==> src/rtl/keypad_entry.sv <==
// rtl/keypad_entry.sv - debounced keypad keystrokes and BCD multi-digit entry buffer

module keypad_entry #(
    parameter int MAX_DIGITS      = 4,
    parameter int DEBOUNCE_CYCLES = 50000
) (
    input  logic                              clk,
    input  logic                              rst,
    input  logic [3:0]                        number,
    input  logic                              pressed,
    output logic                              key_valid,
    output logic [3:0]                        key_code,
    output logic [4*MAX_DIGITS-1:0]           value,
    output logic [$clog2(MAX_DIGITS+1)-1:0]   digit_count,
    output logic                              overflow,
    output logic                              entry_valid,
    output logic [4*MAX_DIGITS-1:0]           entry,
    output logic [$clog2(MAX_DIGITS+1)-1:0]   entry_count
);

    localparam int CW = $clog2(DEBOUNCE_CYCLES);
    localparam int DW = $clog2(MAX_DIGITS + 1);
    localparam int VW = 4 * MAX_DIGITS;

    // Terminal count always fits in CW bits because DEBOUNCE_CYCLES-1 < 2**CW.
    localparam logic [CW-1:0] CNT_LAST   = CW'(DEBOUNCE_CYCLES - 1);
    localparam logic [DW-1:0] DIGITS_MAX = DW'(MAX_DIGITS);

    typedef enum logic [1:0] {
        IDLE,
        DEBOUNCE,
        HOLD,
        RELEASE
    } state_t;

    state_t          state_q, state_d;
    logic [CW-1:0]   cnt_q, cnt_d;
    logic            accept;

    // Debounce state and stability counter register.
    always_ff @(posedge clk) begin
        if (rst) begin
            state_q <= IDLE;
            cnt_q   <= '0;
        end else begin
            state_q <= state_d;
            cnt_q   <= cnt_d;
        end
    end

    // Press/release debounce: a key is accepted once, on the edge that completes a stable press.
    always_comb begin
        state_d = state_q;
        cnt_d   = cnt_q;
        accept  = 1'b0;
        case (state_q)
            IDLE: begin
                if (pressed) begin
                    state_d = DEBOUNCE;
                    cnt_d   = CW'(1);
                end
            end
            DEBOUNCE: begin
                if (!pressed) begin
                    state_d = IDLE;
                end else if (cnt_q == CNT_LAST) begin
                    accept  = 1'b1;
                    state_d = HOLD;
                end else begin
                    cnt_d = cnt_q + CW'(1);
                end
            end
            HOLD: begin
                if (!pressed) begin
                    state_d = RELEASE;
                    cnt_d   = CW'(1);
                end
            end
            RELEASE: begin
                if (pressed) begin
                    state_d = HOLD;
                end else if (cnt_q == CNT_LAST) begin
                    state_d = IDLE;
                end else begin
                    cnt_d = cnt_q + CW'(1);
                end
            end
            default: state_d = IDLE;
        endcase
    end

    // Keystroke outputs and digit buffer, updated only on an accepted key.
    always_ff @(posedge clk) begin
        if (rst) begin
            key_valid   <= 1'b0;
            key_code    <= '0;
            value       <= '0;
            digit_count <= '0;
            overflow    <= 1'b0;
            entry_valid <= 1'b0;
            entry       <= '0;
            entry_count <= '0;
        end else begin
            key_valid   <= accept;
            entry_valid <= 1'b0;
            if (accept) begin
                key_code <= number;
                if (number <= 4'd9) begin
                    if (digit_count < DIGITS_MAX) begin
                        value       <= (value << 4) | VW'(number);
                        digit_count <= digit_count + DW'(1);
                    end else begin
                        overflow <= 1'b1;
                    end
                end else begin
                    case (number)
                        4'd10: begin
                            if (digit_count != '0) begin
                                value       <= value >> 4;
                                digit_count <= digit_count - DW'(1);
                            end
                            overflow <= 1'b0;
                        end
                        4'd14: begin
                            value       <= '0;
                            digit_count <= '0;
                            overflow    <= 1'b0;
                        end
                        4'd15: begin
                            if (digit_count != '0) begin
                                entry       <= value;
                                entry_count <= digit_count;
                                entry_valid <= 1'b1;
                                value       <= '0;
                                digit_count <= '0;
                                overflow    <= 1'b0;
                            end
                        end
                        default: ;
                    endcase
                end
            end
        end
    end

endmodule
==> config.mk <==
export PLATFORM = sky130hd
export DESIGN_NAME = keypad_entry
export DESIGN_NICKNAME = d
export VERILOG_FILES = /design/src/rtl/keypad_entry.sv
export SDC_FILE = /design/constraint.sdc
export NUM_CORES = 1
export LEC_CHECK = 0
export CAP_MARGIN = 20
export CORE_ASPECT_RATIO = 1.75
export CORE_MARGIN = 4
export CORE_UTILIZATION = 50
export DETAILED_ROUTE_END_ITERATION = 7
export GPL_ROUTABILITY_DRIVEN = 0
export GPL_TIMING_DRIVEN = 0
export HOLD_SLACK_MARGIN = 0.06
export PLACE_DENSITY = 0.76
export SYNTH_ARGS = -nofsm -noshare
export SYNTH_HDL_FRONTEND = slang
export SYNTH_SLANG_ARGS = --single-unit
==> constraint.sdc <==
create_clock -name clk -period 6.7 [get_ports clk]
set_clock_uncertainty 0.1 [all_clocks]
set_input_delay 1.34 -clock clk [delete_from_list [all_inputs] [get_ports clk]]
set_output_delay 1.34 -clock clk [all_outputs]
set_load 0.05 [all_outputs]
# Word-level counts from Yosys, hierarchy flattened
# Cells that the tools add are included.
# W data, S select, Z words.
[totals]
reg_bits = 63
input_bits = 7
out_inout_bits = 45
word_cells = 78
[classes]
n_addsub = 3
order_cmp = 2
n_eq_ne = 17
n_mux = 31
n_bitwise = 4
n_reduce_logical = 11
[ops]
columns = ["op", "n"]
rows = [
  ["$mux W16", 9],
  ["$pmux W16 S4", 1],
  ["$pmux W16 S3", 1],
  ["$add A16 B1 Y16 const B", 1],
  ["$eq A16 B16 Y1 const B", 1],
  ["$or A16 B4 Y16", 1],
  ["$reduce_and A4 Y1", 4],
  ["$eq A4 B4 Y1 const B", 3],
  ["$mux W2", 6],
  ["$mux W3", 4],
  ["$ne A3 B3 Y1 const B", 4],
  ["$ne A2 B2 Y1 const B", 5],
  ["$pmux W3 S3", 1],
  ["$pmux W2 S4", 1],
  ["$mux W1", 7],
  ["$reduce_bool A3 Y1", 2],
  ["$reduce_and A5 Y1", 1],
  ["$eq A2 B2 Y1 const B", 2],
  ["$le A4 B4 Y1 const B", 1],
  ["$reduce_bool A4 Y1", 1],
  ["$reduce_or A4 Y1", 1],
  ["$add A3 B1 Y3 const B", 1],
  ["$lt A3 B3 Y1 const B", 1],
  ["$not A1 Y1", 3],
  ["other kinds (6)", 6],
]

# Logic depth before layout (Yosys ltp)
# Gate-level depths: netlist (run 1).
[depth]
ltp_word = 6
mapped_depth = 8
ltp_nobuf = 7

# Least setup slack after synthesis (run 1)
# OpenSTA, ideal clock, no wires.
[synth_path]
path_type = "input-to-reg"
start = "in number[1]"
end = "reg digit_count[0]"
setup_time_ns = 0.121
t_arrival_ns = 2.856
required_ns = 6.479
slack_ns = 3.623
path_stages = 6
n_path_buf = 2
cell_sequence = "clkbuf_1 -> o21ai_1 -> a32oi_1 -> o2111ai_4 -> buf_6 -> mux2_4"
[synth_between]
elab_chain_cells = 3
[synth_lines]
columns = ["item", "line", "rtl"]
rows = [
  ["start: declaration", "9", "input logic [3:0] number,"],
  ["$le A4 B4 Y1 / $eq A4 B4 Y1 (equally long branches)", "108, 116", ""],
  ["$ne A3 B3 Y1 (no line) (tied with other cells)", "--", ""],
  ["$reduce_and A5 Y1 (no line) / $mux W3 (equally long branches)", "--", ""],
  ["end signal: assignment", "111", "digit_count <= digit_count + DW'(1);"],
  ["end signal: assignment", "120", "digit_count <= digit_count - DW'(1);"],
  ["end: declaration", "14", "output logic [$clog2(MAX_DIGITS+1)-1:0] digit_count,"],
]
# Parallel ways exist; a longest one is shown, timed or not.
# A chain may end at the register's enable or synchronous reset.

# Worst setup path after layout (run 1)
# Same ends and word-level chain as after synthesis.

==> results of run 1 <==
## synth_stat cells (3+ instances only)
| master | n |
|---|---|
| xor2_1 | 3 |
| nand3_1 | 9 |
| nand3b_1 | 4 |
| a32oi_1 | 7 |
| nor2b_1 | 19 |
| nor3_1 | 4 |
| nor2_1 | 11 |
| buf_2 | 3 |
| o21ai_0 | 8 |
| or4_1 | 13 |
| o21a_1 | 3 |
| dfxtp_1 | 63 |
| inv_1 | 8 |
| mux2_2 | 19 |
| nand2b_1 | 7 |
| a21oi_1 | 21 |
| nand4_1 | 6 |
| o31ai_1 | 11 |
| a32o_1 | 4 |
| clkbuf_1 | 19 |
| nand2_1 | 33 |
| mux2i_1 | 20 |
| ha_1 | 4 |
## routing by layer
layer / global-route usage / up-vias / wire length, µm
met3: 0.04945 / 14 / 274
met2: 0.3988 / 61 / 4260
met4: 0.1125 / 0 / 185
met5: 0 / - / 0
met1: 0.2191 / 1303 / 2855
li1: - / 1324 / -
## cell usage in the layout (no fill, tap or decap), drive strengths merged, types with 5 or more instances in the layout
cell type      instances
dfxtp                 63
clkdlybuf4s50         50
nand2                 33
clkbuf                31
a21oi                 21
mux2i                 20
mux2                  20
nor2b                 19
or4                   14
nor2                  11
o31ai                 11
nand3                  9
o21ai                  9
inv                    8
nand2b                 7
a32oi                  7
nand4                  6
buf                    5
## final timing paths
kind               endpoint  cells past startpoint
max reg2reg        cnt_q[3]                      7
min reg2reg       entry[10]                      2
max          digit_count[0]                      7
min               entry[10]                      2
## cell families (layout without fill, tap and decap cells)
group / Yosys count / count (layout) / share of synthesized area
flip-flops: 63 / 63 / 0.4091
adder cells (fa/ha/maj): 5 / 5 / 0.01948
multiplexers: 40 / 40 / 0.1392
AND/OR/NAND/NOR: 124 / 124 / 0.2354
AO/OA/AOI/OAI: 61 / 61 / 0.1392
buffers and inverters: 33 / 99 / 0.04626
XOR/XNOR: 4 / 4 / 0.01137
## stage by stage
| stage | hold WS (ns) | cell area (µm²) | util |
|---|---|---|---|
| finish | 0.3610 | 3871 | 0.6533 |
| global route | 0.3812 | 3871 | 0.6533 |
| CTS | 0.3635 | 3871 | 0.6533 |
| detailed placement | 0.3547 | 3681 | 0.6212 |
| global placement | 0.3434 | 3681 | 0.6212 |
| floorplan | 0.3381 | 3083 | - |
## report_power, final
part | switching [mW] | leakage (nW) | total (mW) | internal, mW
Combinational | 0.0238 | 0.830 | 0.0339 | 0.0101
Sequential | 0.00125 | 0.508 | 0.377 | 0.375
Clock | 0.144 | 0.100 | 0.324 | 0.180
## sequential cells by signal (all words and copies together), names as in the netlist, named ones only
register / flops
entry_count: 3
digit_count: 3
overflow: 1
entry_valid: 1
entry: 16
key_code: 4
cnt_q: 16
state_q: 1
key_valid: 1
value: 16
## worst register-to-register path, cell delays in order (launching register included)
cell and delay (ns):
dfxtp_1 0.31, clkbuf_1 0.31, nand4_1 0.33, nor4_2 0.77
buf_2 0.34, buf_2 0.26, nor3_1 0.08, o21a_1 0.18
## layout make-up
class	instances	area, µm²
Buffer	24	108.9
Fill cell	567	2054
Inverter	9	33.78
Tap cell	78	97.59
Multi-Input combinational cell	234	1679
Timing Repair Buffer	50	500.5
Sequential cell	63	1261
Clock inverter	4	45.04
Clock buffer	12	145.1
==> metrics.csv, run 1 <==
metric,value,unit
run_status,"complete, no violations",
clock_insertion_delay_worst_skew,0.35,ns
place_ws,2.803,ns
path_delay_family,buffers and inverters,
rr_startpoint,cnt_q[3],
criticalPathCategory,in2reg,
clk_pin_slew_worst_paths,0.07,ns
yosys_register_bits,63,
synthesis.area,3083,µm²
placementRows,37,
flow.area_growth_from_synthesis,25.57,%
detail_route.wirelength,7.577,mm
finalSetupTns,0,ns
arrival_time_worst_endpoint,3.70,ns
vias,2702,
detailedRoute.firstPassIterationCount,4,
finalCriticalPeriod,3.559,ns
fmax,0.2810,GHz
cts_setup_buffers,0,
worst-path-max-fanout,10,
yosys_most_used_dff,dfxtp_1,
power.density_cell_area,189.7,nW/µm²
final_cells,474,
postSynth.asyncResetShare,0,
slew_viol_final,0,
worstPathCellList,clkdlybuf4s50_1 -> clkbuf_1 -> o21ai_1 -> a32oi_1 -> o2111ai_4 -> buf_6 -> mux2_4,
grt_setup_unrepaired,false,
cts_inserted_buffers,9,
min-delay-start,entry[10],
grt_util_all_layers,0.2185,
dp.final_hpwl,5.736,mm
first_pass_grt_wire_length,12.47,mm
core_area,5926,µm²
final_critical_path_setup_slack,3.141,ns
h-tree-depth,3,
num-nets-final,402,
synth_sequential_area_ratio,0.4091,
die_area,7536,µm²
yosys_cell_types,48,
fp.dieH,111.9,µm
avgRoutedWirePerCell,15.99,µm
finalSetupViolations,0,
fp.dieW,67.36,µm
hold_path_class,reg2reg,
tightest_slew,0.7546,ns
drtIter0Drc,127,
critical_path_buf_inv_count,3,
clkSinkCount,63,
synth_edf_count,0,
crit_path_start_kind,input port,
numPortBuffers,50,
max-cap-violations,0,
overflow,0,
cts.root.buffer_cell,clkbuf_8,
post_cts_hold_buffer_count,0,
post-route-period-util,0.5312,
io-pin-count,52,
clockBufferDepth,2,
r2r_setup_slack,3.92,ns
initial_utilization,0.5203,
first_global_vias,2642,
syn_inst,330,
synth_area_leaders,"dfxtp_1, mux2_2, mux2i_1",
final_hold_violation_count,0,
drt_drc_violations_left,0,
cellLeakagePower,1.437,nW
yosysTopAreaCell,dfxtp_1,
synth_nets,341,
n_antenna_cell,0,
timing.critical_path.required,6.84,ns
timing.critical_path.slowest_stage_cell,clkdlybuf4s50_1,
drive_above_1_share,0.1162,
setup.worst_path.start,number[1],
tritoncts,done,
grt_antenna_before_repair,0,
postCtsResizedCells,0,
vias_per_cell,5.700,
cp_slowest_stage_delay,0.50,ns
worst_setup_path_end_kind,flop,
placed_cells,458,
synthesis.yosys.warnings,0,
grt_max_degree,11,
slew_headroom,0.4927,
final_antenna_net_count,0,
irDropWorstVdd,0.1814,mV
yosys.area.top_type_share,0.4091,
totalPowerFinal,0.7343,mW
syn-mean-instance-area,9.342,µm²
No activity file was read; power rests on OpenSTA's default activity.
==> run 2, diff against run 1 <==
--- a/config.mk
+++ b/config.mk
@@ -8,7 +8,7 @@
 export CAP_MARGIN = 20
 export CORE_ASPECT_RATIO = 1.75
 export CORE_MARGIN = 4
-export CORE_UTILIZATION = 50
+export CORE_UTILIZATION = 48
 export DETAILED_ROUTE_END_ITERATION = 7
 export GPL_ROUTABILITY_DRIVEN = 0
 export GPL_TIMING_DRIVEN = 0
==> constraint.sdc (replaced) <==
create_clock -name clk -period 3.1 [get_ports clk]
set_clock_uncertainty 0.1 [all_clocks]
set_input_delay 0.62 -clock clk [delete_from_list [all_inputs] [get_ports clk]]
set_output_delay 0.62 -clock clk [all_outputs]
set_load 0.05 [all_outputs]
==> metrics.csv, run 2 (synthesized netlist as in run 1, its figures left out) <==
metric,value,unit
run_status,"complete, no violations",
crit_path_start_kind,input port,
clkSinkCount,63,
n_antenna_cell,0,
h-tree-depth,3,
cp_slowest_stage_delay,0.49,ns
post-route-period-util,0.9196,
grt_setup_unrepaired,false,
min_delay_worst_endpoint,entry[12],
flow.area_growth_from_synthesis,24.19,%
tightest_hold_margin,0.3580,ns
worstPathCellList,clkdlybuf4s50_1 -> clkbuf_1 -> o21ai_1 -> a32oi_1 -> o2111ai_4 -> buf_6 -> mux2_4,
layout_common_cells,"dfxtp_1, clkdlybuf4s50_1, nand2_1, clkbuf_1, a21oi_1",
switching_power,0.3422,mW
irDropWorstVdd,0.3079,mV
placementRows,38,
initial_utilization,0.4950,
worst-path-max-fanout,10,
r2r-end,cnt_q[3],
timing.critical_path.slowest_stage_cell,clkdlybuf4s50_1,
arrival_time_worst_endpoint,2.98,ns
num-nets-final,402,
tightest_slew,0.7886,ns
final_design_area_no_fill,3829,µm²
combPwrFrac,0.051,
fp.dieW,68.58,µm
cellLeakagePower,1.413,nW
vias_per_cell,5.641,
grt_util_all_layers,0.2159,
max-cap-violations,0,
postCtsResizedCells,0,
first_global_vias,2737,
core_area,6228,µm²
drt_drc_violations_left,0,
min-delay-start,entry[12],
clock_insertion_delay_worst_skew,0.34,ns
drive_above_1_share,0.1091,
intPower,1.112,mW
worst_hold_path.num_cells,2,
clk_pin_slew_worst_paths,0.06,ns
final_hold_violation_count,0,
overflow,0,
dp.final_hpwl,5.802,mm
tritoncts,done,
cts.root.buffer_cell,clkbuf_8,
cts_setup_buffers,0,
grt_max_degree,11,
post_cts_hold_buffer_count,0,
layout_commonest_cell,dfxtp_1,
r2r.worst_path.cells,7,
clkPwrFrac,0.389,
cts_inserted_buffers,9,
timing.critical_path.required,3.23,ns
detail_route.wirelength,7.585,mm
path_delay_family,buffers and inverters,
fp.dieH,114.0,µm
totalPowerFinal,1.455,mW
grt_antenna_before_repair,0,
postLayoutCoreUtil,0.6147,
clockBufferDepth,2,
finalSetupViolations,0,
drtIter0Drc,99,
rr_startpoint,cnt_q[3],
detailedRoute.firstPassIterationCount,4,
reg.largest.list,"cnt_q (16), entry (16), value (16)",
fmax,0.3508,GHz
io-pin-count,52,
hold_path_class,reg2reg,
r2r_setup_slack,0.36,ns
critical_path_buf_inv_count,3,
final_antenna_net_count,0,
avgRoutedWirePerCell,16.00,µm
finalCriticalPeriod,2.851,ns
criticalPathCategory,in2reg,
vias,2674,
slew_headroom,0.4699,
power.density_cell_area,379.9,nW/µm²
p_sw_frac,0.2353,
worst_setup_path_end_kind,flop,
numPortBuffers,50,
placedInstanceArea,3684,µm²
die_area,7819,µm²
first_pass_grt_wire_length,12.62,mm
seq_power_share,0.560,
slew_viol_final,0,
-- run 2: stage by stage --
step | setup TNS, ns | worst slack (ns) | instances
5_1_grt | 0 | 0.1064 | 474
3_5_place_dp | -0.09287 | -0.09287 | 460
4_1_cts | 0 | 0.2666 | 474
2_1_floorplan | 0 | 0.4576 | 330
3_3_place_gp | -0.07016 | -0.07016 | 460
6_report | 0 | 0.2494 | 474
-- run 2: worst max path at each step --
| stage | start | endpoint | slack (ns) | cells past startpoint |
|---|---|---|---|---|
| after floorplan | digit_count[0] | digit_count[0] | 0.46 | 8 |
| after global placement | number[1] | digit_count[0] | -0.07 | 7 |
| after detailed placement | number[2] | digit_count[0] | -0.09 | 7 |
| after CTS | number[2] | digit_count[0] | 0.27 | 7 |
| after global routing | number[1] | digit_count[0] | 0.11 | 7 |
| final | number[1] | digit_count[0] | 0.25 | 7 |
-- run 2: layout make-up --
class                           count  area (µm²)
Buffer                             24       108.9
Multi-Input combinational cell    234        1679
Inverter                            9       33.78
Clock buffer                       12       135.1
Tap cell                           80       100.1
Sequential cell                    63        1261
Fill cell                         563        2400
Clock inverter                      2       10.01
Timing Repair Buffer               50       500.5
-- run 2: tightest hold or removal path: stages (launching register included) --
cell and delay [ns]:
dfxtp_1 0.31, nand2_1 0.05, mux2i_1 0.05
-- run 2: per-layer routing --
metal | vias up | part of all wire | track usage
met5 | - | 0 | 0
met4 | 0 | 0.023 | 0.1076
met3 | 13 | 0.034 | 0.05616
met2 | 59 | 0.57 | 0.3931
met1 | 1270 | 0.38 | 0.2130
li1 | 1332 | - | -
-- run 2: power by group through the flow --
stage | clock (mW) | combinational [mW] | sequential (mW)
4_1_cts | 0.586 | 0.0746 | 0.814
3_5_place_dp | 0 | 0.0742 | 0.832
3_3_place_gp | 0 | 0.0729 | 0.832
2_1_floorplan | 0 | 0.0470 | 0.831
6_report | 0.566 | 0.0746 | 0.814
5_1_grt | 0.613 | 0.0818 | 0.814
